$ cat config.mk
export PLATFORM = sky130hd
export DESIGN_NAME = branch_redirect_ctrl
export DESIGN_NICKNAME = d
export VERILOG_FILES = /design/src/rtl/branch_redirect_ctrl.sv
export SDC_FILE = /design/constraint.sdc
export NUM_CORES = 1
export LEC_CHECK = 0
export BUFFER_PORTS_ARGS = -buffer_cell sky130_fd_sc_hd__buf_2
export CAP_MARGIN = 0
export CORE_UTILIZATION = 30
export CTS_CLUSTER_DIAMETER = 30
export DETAILED_ROUTE_END_ITERATION = 16
export GPL_ROUTABILITY_DRIVEN = 0
export PLACE_DENSITY = 0.62
export SLEW_MARGIN = 20
export SYNTH_ARGS = -nofsm -noshare
export SYNTH_HDL_FRONTEND = slang
export SYNTH_SLANG_ARGS = --single-unit
$ cat constraint.sdc
create_clock -name clk -period 1.6 [get_ports clk]
set_input_delay 0.32 -clock clk [delete_from_list [all_inputs] [get_ports clk]]
set_output_delay 0.32 -clock clk [all_outputs]
set_load 0.01 [all_outputs]
$ cat src/rtl/branch_redirect_ctrl.sv
// -----------------------------------------------------------------------------
// branch_redirect_ctrl
//
// Purpose: keeps the fetch address in order around branches and jumps. Fetch
// runs in RUN. When decode issues a branch or jump, one stall cycle (RESOLVE)
// waits for the branch unit's registered decision. A taken result loads pc
// from br_target, pulses redirect, and kills younger instructions for
// FLUSH_CYCLES cycles (FLUSH) before fetch resumes.
//
// Ports:
//   clk          clock, all state updates on the rising edge
//   rst          asynchronous active-high reset
//   dec_valid    decode presents an instruction this cycle
//   dec_b/dec_j  conditional-branch / jump flags of that instruction
//   br_taken     registered branch decision, sampled on the RESOLVE exit edge
//   br_target    registered branch target, sampled with br_taken
//   fetch_ready  fetch accepts pc this cycle
//   pc           current fetch byte address
//   pc_valid     pc is a legal fetch request (RUN only)
//   stall        decode must hold (RESOLVE and FLUSH)
//   flush        kill fetch/decode instructions (FLUSH)
//   redirect     one-cycle pulse: pc was just loaded from br_target
//   misalign     sticky: some taken target had nonzero low two bits
//   taken_cnt    saturating count of taken branches and jumps
// -----------------------------------------------------------------------------
module branch_redirect_ctrl #(
  parameter logic [9:0] RESET_PC     = 10'h000,
  parameter int         FLUSH_CYCLES = 2
) (
  input  logic        clk,
  input  logic        rst,
  input  logic        dec_valid,
  input  logic        dec_b,
  input  logic        dec_j,
  input  logic        br_taken,
  input  logic [9:0]  br_target,
  input  logic        fetch_ready,
  output logic [9:0]  pc,
  output logic        pc_valid,
  output logic        stall,
  output logic        flush,
  output logic        redirect,
  output logic        misalign,
  output logic [15:0] taken_cnt
);

  typedef enum logic [1:0] {RUN, RESOLVE, FLUSH} state_t;

  // The counter is loaded with the number of FLUSH cycles still to follow the
  // first one, so FLUSH exits on the cycle the counter reads zero.
  localparam logic [2:0] FLUSH_LAST = 3'(FLUSH_CYCLES - 1);

  state_t      state_q, state_d;
  logic [9:0]  pc_q, pc_d;
  logic        redirect_q, redirect_d;
  logic        misalign_q, misalign_d;
  logic [15:0] cnt_q, cnt_d;
  logic [2:0]  fcnt_q, fcnt_d;

  function automatic logic [15:0] sat_inc(input logic [15:0] v);
    return (v == 16'hFFFF) ? v : v + 16'd1;
  endfunction

  always_ff @(posedge clk or posedge rst) begin
    if (rst) begin
      state_q    <= RUN;
      pc_q       <= RESET_PC;
      redirect_q <= 1'b0;
      misalign_q <= 1'b0;
      cnt_q      <= 16'd0;
      fcnt_q     <= 3'd0;
    end else begin
      state_q    <= state_d;
      pc_q       <= pc_d;
      redirect_q <= redirect_d;
      misalign_q <= misalign_d;
      cnt_q      <= cnt_d;
      fcnt_q     <= fcnt_d;
    end
  end

  always_comb begin
    state_d    = state_q;
    pc_d       = pc_q;
    redirect_d = 1'b0;
    misalign_d = misalign_q;
    cnt_d      = cnt_q;
    fcnt_d     = fcnt_q;
    case (state_q)
      RUN: begin
        // A branch/jump freezes pc even if fetch accepts it this edge.
        if (dec_valid && (dec_b || dec_j)) begin
          state_d = RESOLVE;
        end else if (fetch_ready) begin
          pc_d = pc_q + 10'd4;  // wraps modulo 1024
        end
      end
      RESOLVE: begin
        if (br_taken) begin
          state_d    = FLUSH;
          pc_d       = br_target;
          redirect_d = 1'b1;
          cnt_d      = sat_inc(cnt_q);
          fcnt_d     = FLUSH_LAST;
          if (br_target[1:0] != 2'b00) misalign_d = 1'b1;
        end else begin
          state_d = RUN;
        end
      end
      FLUSH: begin
        if (fcnt_q == 3'd0) begin
          state_d = RUN;
        end else begin
          fcnt_d = fcnt_q - 3'd1;
        end
      end
      default: state_d = RUN;
    endcase
  end

  // Outputs come straight from registers or decode of the state register.
  assign pc        = pc_q;
  assign pc_valid  = (state_q == RUN);
  assign stall     = (state_q != RUN);
  assign flush     = (state_q == FLUSH);
  assign redirect  = redirect_q;
  assign misalign  = misalign_q;
  assign taken_cnt = cnt_q;

endmodule
==> results of run 1 <==
-- state kept, by name, indices dropped and copies added (netlist names) --
| signal | count |
|---|---|
| state_q | 2 |
| pc | 10 |
| fcnt_q | 3 |
| redirect | 1 |
| taken_cnt | 16 |
| misalign | 1 |
-- placed cells by master, fill, tap and decap left out, types with 5 or more instances in the layout --
cell,count
a21oi_1,8
buf_2,47
buf_4,23
clkbuf_8,6
dfrtp_1,31
inv_1,9
nand2_1,17
nand3_1,9
nand4_1,7
nor2_1,8
nor3_1,5
o21ai_0,5
xor2_1,10
-- Yosys cell counts, drive strengths merged, types with 3 or more instances --
library cell	count	share of area [%]
a211oi	6	3.1
a21oi	8	2.2
a2bb2oi	4	1.9
and3	3	1.0
buf	3	0.98
dfrtp	33	46
ha	4	2.8
inv	11	2.4
mux2	5	3.1
nand2	19	4.2
nand2b	3	1.0
nand3	10	3.5
nand4	8	3.1
nor2	9	2.0
nor3	8	2.8
o21ai	7	1.9
or2	3	1.0
xnor2	4	1.9
xor2	10	4.9
-- critical path, cell delays in order (launching register included) --
cell and delay (ns):
dfrtp_2 0.46, or2_1 0.28, inv_2 0.08, buf_2 0.12
-- per-layer routing --
| metal | track usage [%] | part of all wire (%) | up-vias |
|---|---|---|---|
| met2 | 23.79 | 48 | 37 |
| met5 | 0 | 0 | - |
| met3 | 4.686 | 4.6 | 5 |
| met4 | 5.091 | 1.1 | 0 |
| met1 | 18.25 | 46 | 763 |
| li1 | - | - | 778 |
-- worst max path at each step --
stage / start / to
final: state_q[0] / pc_valid
after global routing: taken_cnt[5] / taken_cnt[13]
after CTS: state_q[0] / stall
after detailed placement: taken_cnt[1] / taken_cnt[1]
after global placement: state_q[0] / pc[9]
after floorplan: state_q[0] / pc[9]
-- per-stage QoR --
stage | instances | hold slack [ns] | TNS, ns
final | 325 | 0.1241 | 0
after global routing | 325 | 0.1748 | -0.02345
after floorplan | 177 | 0.4254 | 0
after detailed placement | 316 | 0.4429 | 0
after CTS | 326 | 0.1327 | 0
after global placement | 316 | 0.4416 | 0
-- power by group --
part	internal, mW	total [mW]	switching (mW)
Sequential	1.08	1.31	0.226
Combinational	0.758	1.55	0.792
Clock	0.508	0.814	0.307
Total	2.35	3.67	1.32
-- final cells by class --
class                           instances  area, sq um
Clock buffer                            7        86.33
Clock inverter                          1        30.03
Fill cell                             548         3196
Inverter                               11        43.79
Multi-Input combinational cell        129        928.4
Sequential cell                        33        828.3
Tap cell                               72        90.09
Timing Repair Buffer                   72        439.2
-- cells by family after synthesis --
logic type / Yosys count
flip-flops: 33
AO/OA/AOI/OAI: 29
adder cells (fa/ha/maj): 4
XOR/XNOR: 14
buffers and inverters: 15
multiplexers: 6
AND/OR/NAND/NOR: 76
-- timing repair --
| action | 4_1_cts | 5_1_grt |
|---|---|---|
| endpoints found under the setup margin | 1 | 8 |
| resized for setup | 2 | 6 |
| hold buffers | 0 | 0 |
| pin swaps | 0 | 2 |
| buffers inserted | 2 | 0 |
==> metrics.csv, run 1 <==
stage;metric;value;unit
outcome;outcome;completed;
clocking;Reg clk slew, reported paths;0.07;ns
timing;Final Slew Violations;0;
synthesis;syn_nets;198;
synthesis;Synth Area in Compound Gates;11.21;%
placed_design;port bufs;47;
power_and_ir_drop;P_leak;1.214;nW
timing;Hold Vio Cnt, Final;0;
synthesis;#FFs+latches synth;33;
synthesis;adder-cell share of the synthesized area;2.786;%
job;maxcap violations;0;
setup_path;worst setup path category;register to primary output;
detailed_routing;# DRC;0;
power_and_ir_drop;Power Total;3.673;mW
detailed_routing;Detailed Route WL;4261;um
clocking;Max Root-Sink Buffers;2;
worst_hold_path;Hold Crit Class;input port to async pin;
timing;Worst Tran Pin Value;0.4333;ns
clocking;total clock buffers created by CTS;5;
layout;fin util;43.36;%
timing;fmax;0.6504;GHz
synthesis;post-synthesis mux area share;3.691;%
setup_path;Max FO, Critical Path;7;
global_routing;total routing usage reported by global routing;14.66;%
global_routing;largest net degree at the start of global routing;34;
layout;Area growth, synth to finish;36.14;%
synthesis;mapped cell area;0.001797;sq mm
placed_design;Area after DPL;0.002281;sq mm
die;Die Y;79.39;um
timing;final worst path period share;96.09;%
placed_design;post-place setup slack;0.06708;ns
die;chip width;79.39;um
layout;fraction of layout cells with a size suffix above 1;40.71;%
die;Ports;48;
synthesis;simple-gate share of the synthesized area;25.91;%
synthesis;fraction of registers with async set or reset after synthesis;100.0;%
clocking;clock sinks;33;
detailed_routing;post-route ant nets;0;
timing;Fin Clk Skew;0.003191;ns
clocking;CTS Root Buffer Type;clkbuf_8;
die;num rows;27;
setup_path;Critical Path RT;1.28;ns
global_routing;vias in the first global route;1501;
detailed_routing;vias post-DR;1583;
global_routing;antenna violations before repair;0;
timing;RSZ-0062 raised after global routing;yes;
setup_path;critical path capture point type;primary output;
die;die footprint;0.006303;sq mm
layout;nets;273;
setup_path;cells on worst reg2reg path;5;
synthesis;Post-synth EDFFs;0;
global_routing;grt ovf;0;
detailed_routing;WL per Instance;13.11;um
detailed_routing;drt pass-1 iters;4;
clocking;CTS tree;built;
layout;final instance area;0.002446;sq mm
synthesis;fraction of synthesized cell area in xor and xnor cells;6.825;%
synthesis;largest family of logic cells by synthesized area;simple AND/OR/NAND/NOR gates;
die;Core Area;0.005642;sq mm
power_and_ir_drop;worst vdd ir;0.6151;mV
clocking;Skew-Pair Late Insertion Delay;0.28;ns
synthesis;Yosys warnings;0;
setup_path;FF-to-FF End;taken_cnt[1];
setup_path;Critical Path AT;1.22;ns
placed_design;DP HPWL;3170;um
clocking;H-tree depth;2;
synthesis;synthesized instance count;177;
synthesis;syn avg cell area;10.15;sq um
setup_path;CP startpoint kind;register;
global_routing;first-pass GRT wire length;6934;um
timing;minimum clock period;1.538;ns
setup_path;worst reg2reg startpoint;taken_cnt[0];
die;Initial Utilization;31.85;%
detailed_routing;via/cell ratio;4.871;
setup_path;FF-to-FF setup slack;0.06;ns
timing;setup ws final;0.06248;ns
synthesis;Most used DFF post-synth;dfrtp_1;
timing;Setup Viol. Count Final;0;
detailed_routing;drt initial violations;77;
synthesis;Distinct cells, synth;47;
power_and_ir_drop;Cell Pwr Density;1501;mW/mm^2
synthesis;post-synthesis sequential area ratio;45.96;%
layout;diode count;0;
timing;Slew Limit Headroom;71.11;%
(Power assumes the default switching activity.)
==> inputs of run 2 (changes only) <==
==> constraint.sdc (replaced) <==
create_clock -name clk -period 1.35 [get_ports clk]
set_input_delay 0.27 -clock clk [delete_from_list [all_inputs] [get_ports clk]]
set_output_delay 0.27 -clock clk [all_outputs]
set_load 0.01 [all_outputs]
==> run 2 against run 1 <==
The flow now finishes with violations (negative setup slack). Wire length increased by 13%. Sequential share of layout area decreased by 4.8 points. Core utilization increased by 7.6 points. Via count increased by 8.9%. Cell count increased by 9.2%. Global-route usage increased by 1.6 points. Critical path depth unchanged. Combinational power increased by 57%. Final area increased by 18%. Non-clock buffer count increased by 30. Clock power increased by 3.3%. Critical endpoint is now stall. Largest power group unchanged. Highest routed layer unchanged.
==> metrics.csv, run 2 (synthesized netlist as in run 1, its figures left out) <==
stage;metric;value;unit;change
outcome;outcome;complete, but fails checks;;
outcome;failing checks;negative setup slack;;
layout;commonest non-fill, non-tap cell in the layout;buf_4;;
setup_path;critical path capture point type;primary output;;
detailed_routing;WL per Instance;13.57;um;+3.5%
timing;Hold Vio Cnt, Final;0;;unchanged
setup_path;Max FO, Critical Path;5;;-2
global_routing;first-pass GRT wire length;7831;um;+13%
worst_hold_path;Hold Crit Class;input port to async pin;;
setup_path;CP startpoint kind;register;;
timing;final worst path period share;111.2;%;
global_routing;antenna violations before repair;0;;unchanged
timing;setup ws final;-0.1511;ns;-0.2135 ns
power_and_ir_drop;P_leak;1.398;nW;+15%
global_routing;total routing usage reported by global routing;16.25;%;+1.6 points
die;num rows;27;;unchanged
layout;Area growth, synth to finish;60.10;%;
global_routing;vias in the first global route;1682;;+12%
global_routing;largest net degree at the start of global routing;34;;unchanged
power_and_ir_drop;Clk network pwr share;17.4;%;-4.8 points
timing;Fin Clk Skew;0.005763;ns;+0.002572 ns
power_and_ir_drop;Sw Share;36.91;%;+0.85 points
detailed_routing;drt initial violations;58;;-25%
power_and_ir_drop;Cell Pwr Density;1679;mW/mm^2;+12%
setup_path;worst reg2reg startpoint;state_q[0];;
timing;Setup Viol. Count Final;23;;+23
setup_path;Crit path largest cell delay;0.44;ns;-0.02 ns
clocking;clock sinks;33;;unchanged
power_and_ir_drop;Flop pwr share;32.2;%;-3.4 points
layout;fraction of layout cells with a size suffix above 1;56.89;%;+16 points
setup_path;Worst path most repeated cell;buf_6;;
timing;RSZ-0062 raised after global routing;yes;;
timing;Slew Limit Headroom;70.55;%;-0.57 points
die;Die Y;79.39;um;unchanged
setup_path;crit-path cells;or2_4, buf_6, buf_6;;
detailed_routing;via/cell ratio;4.856;;-0.30%
die;chip width;79.39;um;unchanged
layout;diode count;0;;unchanged
power_and_ir_drop;Power Total;4.831;mW;+32%
power_and_ir_drop;Int Pwr;3.048;mW;+30%
detailed_routing;Detailed Route WL;4817;um;+13%
placed_design;DP HPWL;3436;um;+8.4%
clocking;CTS Root Buffer Type;clkbuf_8;;
setup_path;FF-to-FF setup slack;-0.14;ns;-0.20 ns
layout;most frequent cells in the layout;48 x buf_4, 45 x buf_2, 25 x dfrtp_1;;
die;Initial Utilization;31.85;%;unchanged
clocking;total clock buffers created by CTS;5;;unchanged
clocking;Reg clk slew, reported paths;0.07;ns;about the same
placed_design;Area after DPL;0.002571;sq mm;+13%
detailed_routing;vias post-DR;1724;;+8.9%
timing;fmax;0.6662;GHz;
die;Core Area;0.005642;sq mm;unchanged
global_routing;grt ovf;0;;unchanged
setup_path;worst setup path category;register to primary output;;
layout;final instance area;0.002877;sq mm;+18%
detailed_routing;post-route ant nets;0;;unchanged
job;maxcap violations;0;;unchanged
layout;Largest register FFs;16;;unchanged
clocking;Skew-Pair Late Insertion Delay;0.29;ns;about the same
clocking;CTS tree;built;;
placed_design;port bufs;47;;unchanged
setup_path;CP max stage cell;dfrtp_2;;
power_and_ir_drop;worst vdd ir;0.9202;mV;+50%
timing;Final Slew Violations;0;;unchanged
power_and_ir_drop;P_sw;1.783;mW;+35%
layout;nets;303;;+11%
clocking;Max Root-Sink Buffers;2;;unchanged
clocking;H-tree depth;2;;unchanged
setup_path;Critical Path AT;1.23;ns;about the same
setup_path;FF-to-FF End;pc[6];;
timing;minimum clock period;1.501;ns;
detailed_routing;drt pass-1 iters;4;;unchanged
timing;Worst Tran Pin Value;0.4418;ns;+0.008474 ns
layout;fin util;50.99;%;+7.6 points
power_and_ir_drop;combinational power share;50.4;%;+8.2 points
setup_path;cells on worst reg2reg path;5;;unchanged
die;Ports;48;;unchanged
detailed_routing;# DRC;0;;unchanged
die;die footprint;0.006303;sq mm;unchanged
setup_path;Critical Path RT;1.08;ns;-0.20 ns
-- run 2: cell count changes in the layout (fill, tap and decap cells not counted), sizes merged --
cell	change
bufinv	-1
buf	+30
clkinv	+1
-- run 2: final cells by class --
cell class	instances	area (sq um)
clock inverter	1	5.005
clock buffer	7	96.34
fill	532	2765
timing repair buffer	102	695.7
inverter	11	48.80
sequential	33	835.8
multi-input combinational	129	1105
tap	72	90.09
-- run 2: critical path: cells and delay by family (launching register included) --
kind / cells / cell delay (ns)
buf+inv: 2 / 0.23
simple gates: 1 / 0.28
flops: 1 / 0.44
-- run 2: timing repair --
item,4_1_cts,5_1_grt
endpoints found under the setup margin,23,31
setup buffers,4,2
gates resized for setup,25,13
hold buffers,0,0
pin swaps,19,18
-- run 2: how the worst max path moves through the flow --
stage	cells after the start	startpoint	to	slack (ns)
floorplan	6	state_q[0]	pc[9]	-0.15
global placement	5	state_q[0]	pc[6]	-0.13
detailed placement	5	state_q[0]	pc[6]	-0.22
CTS	4	state_q[0]	pc_valid	-0.18
global route	5	state_q[0]	pc[6]	-0.21
finish	3	state_q[1]	stall	-0.15
-- run 2: power by group through the flow --
| stage | registers (mW) | logic (mW) | clock network, mW |
|---|---|---|---|
| 2_1_floorplan | 1.71 | 0.951 | 0 |
| 3_3_place_gp | 1.55 | 2.10 | 0 |
| 3_5_place_dp | 1.55 | 2.16 | 0 |
| 4_1_cts | 1.53 | 2.43 | 0.857 |
| 5_1_grt | 1.60 | 2.67 | 0.905 |
| 6_report | 1.55 | 2.44 | 0.841 |
-- run 2: through the flow --
step / TNS (ns) / setup WS [ns] / hold WS (ns) / cells
2_1_floorplan: -0.4906 / -0.1490 / 0.3754 / 177
3_3_place_gp: -1.021 / -0.1317 / 0.3916 / 343
3_5_place_dp: -1.899 / -0.2189 / 0.3994 / 343
4_1_cts: -1.616 / -0.1782 / 0.08915 / 355
5_1_grt: -3.496 / -0.2148 / 0.1069 / 355
6_report: -1.421 / -0.1511 / 0.07687 / 355
-- run 2: layer usage --
metal  track usage [%]  vias to the layer above  routed length (um)
li1                  -                      844                   -
met2             26.21                       43                2395
met5                 0                        -                   0
met3             3.886                        6                 169
met1             20.90                      831                2191
met4             6.364                        0                  61
==> inputs of run 3 (changes only) <==
--- a/config.mk
+++ b/config.mk
@@ -7,11 +7,13 @@
 export LEC_CHECK = 0
 export BUFFER_PORTS_ARGS = -buffer_cell sky130_fd_sc_hd__buf_2
 export CAP_MARGIN = 0
+export CORE_ASPECT_RATIO = 0.5
 export CORE_UTILIZATION = 30
 export CTS_CLUSTER_DIAMETER = 30
 export DETAILED_ROUTE_END_ITERATION = 16
 export GPL_ROUTABILITY_DRIVEN = 0
 export PLACE_DENSITY = 0.62
+export SETUP_SLACK_MARGIN = 0.5
 export SLEW_MARGIN = 20
 export SYNTH_ARGS = -nofsm -noshare
 export SYNTH_HDL_FRONTEND = slang
==> run 3 against run 2 <==
Critical endpoint is now pc[3]. Sequential share of layout area fell by 5.2 points. Combinational power rose by 38%. Clock-buffer cell count rose by 1. First-iteration DRC count fell by 52%. Die area rose by 0.29%. Clock power rose by 36%. Register-to-register slack got worse by 0.08 ns. Cell count rose by 8.5%. Sequential cell count did not move. Sequential power barely moved. The flow finishes with violations (design-rule violations, negative hold slack, negative setup slack). Clock skew rose by 0.00061 ns.
==> metrics.csv, run 3 (synthesized netlist as in run 1, its figures left out) <==
stage;metric;value;unit;change
detailed_routing;drt initial violations;28;;-52%
setup_path;cells on worst reg2reg path;6;;+1
power_and_ir_drop;Power Total;6.072;mW;+26%
detailed_routing;via/cell ratio;4.803;;-1.1%
placed_design;post-place setup slack;-0.2252;ns;-0.006331 ns
timing;minimum hold slack;-0.04816;ns;-0.1250 ns
detailed_routing;met1 wire length;2450;um;+12%
timing;Final Slew Violations;0;;unchanged
clocking;Skew-Pair Late Insertion Delay;0.28;ns;about the same
setup_path;worst reg2reg startpoint;state_q[0];;
timing;minimum clock period;1.573;ns;+0.07155 ns
die;Core Area;0.005634;sq mm;-0.13%
layout;diode count;0;;unchanged
timing;RSZ-0062 raised after global routing;yes;;
placed_design;port bufs;47;;unchanged
placed_design;DP HPWL;3467;um;+0.91%
clocking;clock sinks;33;;unchanged
die;Initial Utilization;31.89;%;+0.042 points
worst_hold_path;Hold Crit Class;input port to async pin;;
die;Ports;48;;unchanged
global_routing;antenna violations before repair;0;;unchanged
power_and_ir_drop;Flop pwr share;26.0;%;-6.2 points
power_and_ir_drop;P_leak;1.632;nW;+17%
global_routing;largest net degree at the start of global routing;22;;-35%
outcome;outcome;complete, but fails checks;;
detailed_routing;post-route ant nets;0;;unchanged
clocking;CTS tree;built;;
timing;Slew Limit Headroom;78.25;%;+7.7 points
detailed_routing;# DRC;2;;+2
power_and_ir_drop;Cell Pwr Density;1723;mW/mm^2;+2.6%
global_routing;first-pass GRT wire length;8838;um;+13%
power_and_ir_drop;P_sw;2.066;mW;+16%
setup_path;Max FO, Critical Path;7;;+2
setup_path;FF-to-FF setup slack;-0.22;ns;-0.08 ns
die;chip width;111.4;um;+40%
power_and_ir_drop;Clk network pwr share;18.7;%;+1.3 points
clocking;CTS Root Buffer Type;clkbuf_16;;
detailed_routing;drt pass-1 iters;10;;+6
die;num rows;19;;-30%
power_and_ir_drop;combinational power share;55.3;%;+4.9 points
clocking;H-tree depth;2;;unchanged
timing;setup ws final;-0.2226;ns;-0.07155 ns
global_routing;vias in the first global route;1930;;+15%
power_and_ir_drop;Int Pwr;4.006;mW;+31%
power_and_ir_drop;worst vdd ir;1.155;mV;+25%
power_and_ir_drop;Sw Share;34.03;%;-2.9 points
timing;final worst path period share;116.5;%;+5.3 points
timing;Hold Vio Cnt, Final;12;;+12
global_routing;grt ovf;0;;unchanged
clocking;Max Root-Sink Buffers;2;;unchanged
layout;Largest register FFs;16;;unchanged
setup_path;CP startpoint kind;register;;
layout;commonest non-fill, non-tap cell in the layout;buf_6;;
detailed_routing;met2 WL;2713;um;+13%
setup_path;critical path capture point type;register;;
setup_path;crit path launch;state_q[0];;
layout;nets;332;;+9.6%
clocking;Reg clk slew, reported paths;0.05;ns;-0.02 ns
layout;fin util;62.54;%;+12 points
layout;Multi-input gate area;0.001209;sq mm;+9.4%
layout;FILL cells;432;;-19%
detailed_routing;Max Used Layer;met4;;
setup_path;Critical Path AT;1.73;ns;+0.50 ns
timing;Post-Route Setup TNS;-2.792;ns;-1.371 ns
setup_path;FF-to-FF End;pc[3];;
setup_path;Critical Path RT;1.51;ns;+0.43 ns
timing;Worst Tran Pin Value;0.3256;ns;-0.1163 ns
setup_path;worst setup path category;register to register;;
timing;Setup Viol. Count Final;24;;+4.3%
layout;most frequent cells in the layout;65 x buf_6, 43 x buf_4, 22 x dfrtp_1, 22 x buf_2, 13 x nand2_1;;
layout;register area;839.6;sq um;+0.45%
die;Die Y;56.72;um;-29%
global_routing;total routing usage reported by global routing;17.49;%;+1.2 points
detailed_routing;Detailed Route WL;5412;um;+12%
job;maxcap violations;0;;unchanged
die;die footprint;0.006321;sq mm;+0.29%
layout;Area growth, synth to finish;96.10;%;
detailed_routing;vias post-DR;1849;;+7.3%
outcome;failing checks;design-rule violations, negative hold slack, negative setup slack;;
timing;Fin Clk Skew;0.006374;ns;+0.0006117 ns
detailed_routing;WL met3;216;um;+28%
clocking;total clock buffers created by CTS;5;;unchanged
detailed_routing;WL per Instance;14.06;um;+3.6%
layout;fraction of layout cells with a size suffix above 1;66.99;%;+10 points
timing;fmax;0.6359;GHz;-4.6%
[run 3: cell count changes in the layout (fill, tap and decap cells not counted), moves of 5 or more]
cell | before | now
buf_2 | 45 | 22
buf_4 | 48 | 43
buf_6 | 8 | 65
clkbuf_16 | 0 | 5
clkbuf_8 | 7 | 1
[run 3: critical path, stage by stage, from the launching register on]
cell	delay, ns
dfrtp_2	0.44
buf_4	0.15
buf_6	0.12
a22oi_2	0.27
buf_4	0.17
nor2_2	0.05
mux2_2	0.26
[run 3: layout make-up]
cell class,instances,share of cell area [%]
sequential,33,23.83
tap,73,2.592
clock buffer,8,4.155
multi-input combinational,129,34.30
inverter,11,1.491
timing repair buffer,131,33.63
[run 3: power by group through the flow]
stage / Combinational, mW / Clock [mW] / Sequential [mW]
floorplan: 1.02 / 0 / 1.72
global placement: 2.23 / 0 / 1.54
detailed placement: 2.28 / 0 / 1.55
CTS: 3.02 / 1.14 / 1.57
global route: 3.62 / 1.21 / 1.62
finish: 3.36 / 1.14 / 1.58
[run 3: worst max-delay path by stage]
stage	end	slack, ns	cells after the start
final	pc[3]	-0.22	6
after global routing	pc[3]	-0.32	5
after CTS	taken_cnt[13]	-0.17	4
after detailed placement	taken_cnt[13]	-0.23	4
after global placement	taken_cnt[13]	-0.12	4
after floorplan	pc[9]	-0.15	6
[run 3: per-layer routing]
layer,vias to the layer above,track usage (%)
met2,34,30.89
met5,-,0
met1,901,22.03
li1,909,-
met3,5,4.104
met4,0,3.475
[run 3: per-stage QoR]
stage	hold WS (ns)	area (sq um)	std cells
2_1_floorplan	0.2043	1961	177
3_3_place_gp	0.2571	2663	346
3_5_place_dp	0.2576	2663	346
4_1_cts	-0.03451	3308	375
5_1_grt	-0.02222	3523	385
6_report	-0.04816	3523	385
[run 3: what timing repair did]
item | 4_1_cts | 5_1_grt
gates resized for setup | 71 | 30
endpoints found under the hold margin | 12 | 12
endpoints found under the setup margin | 64 | 64
gates cloned | 0 | 0
buffers inserted | 21 | 10
pin swaps | 19 | 18
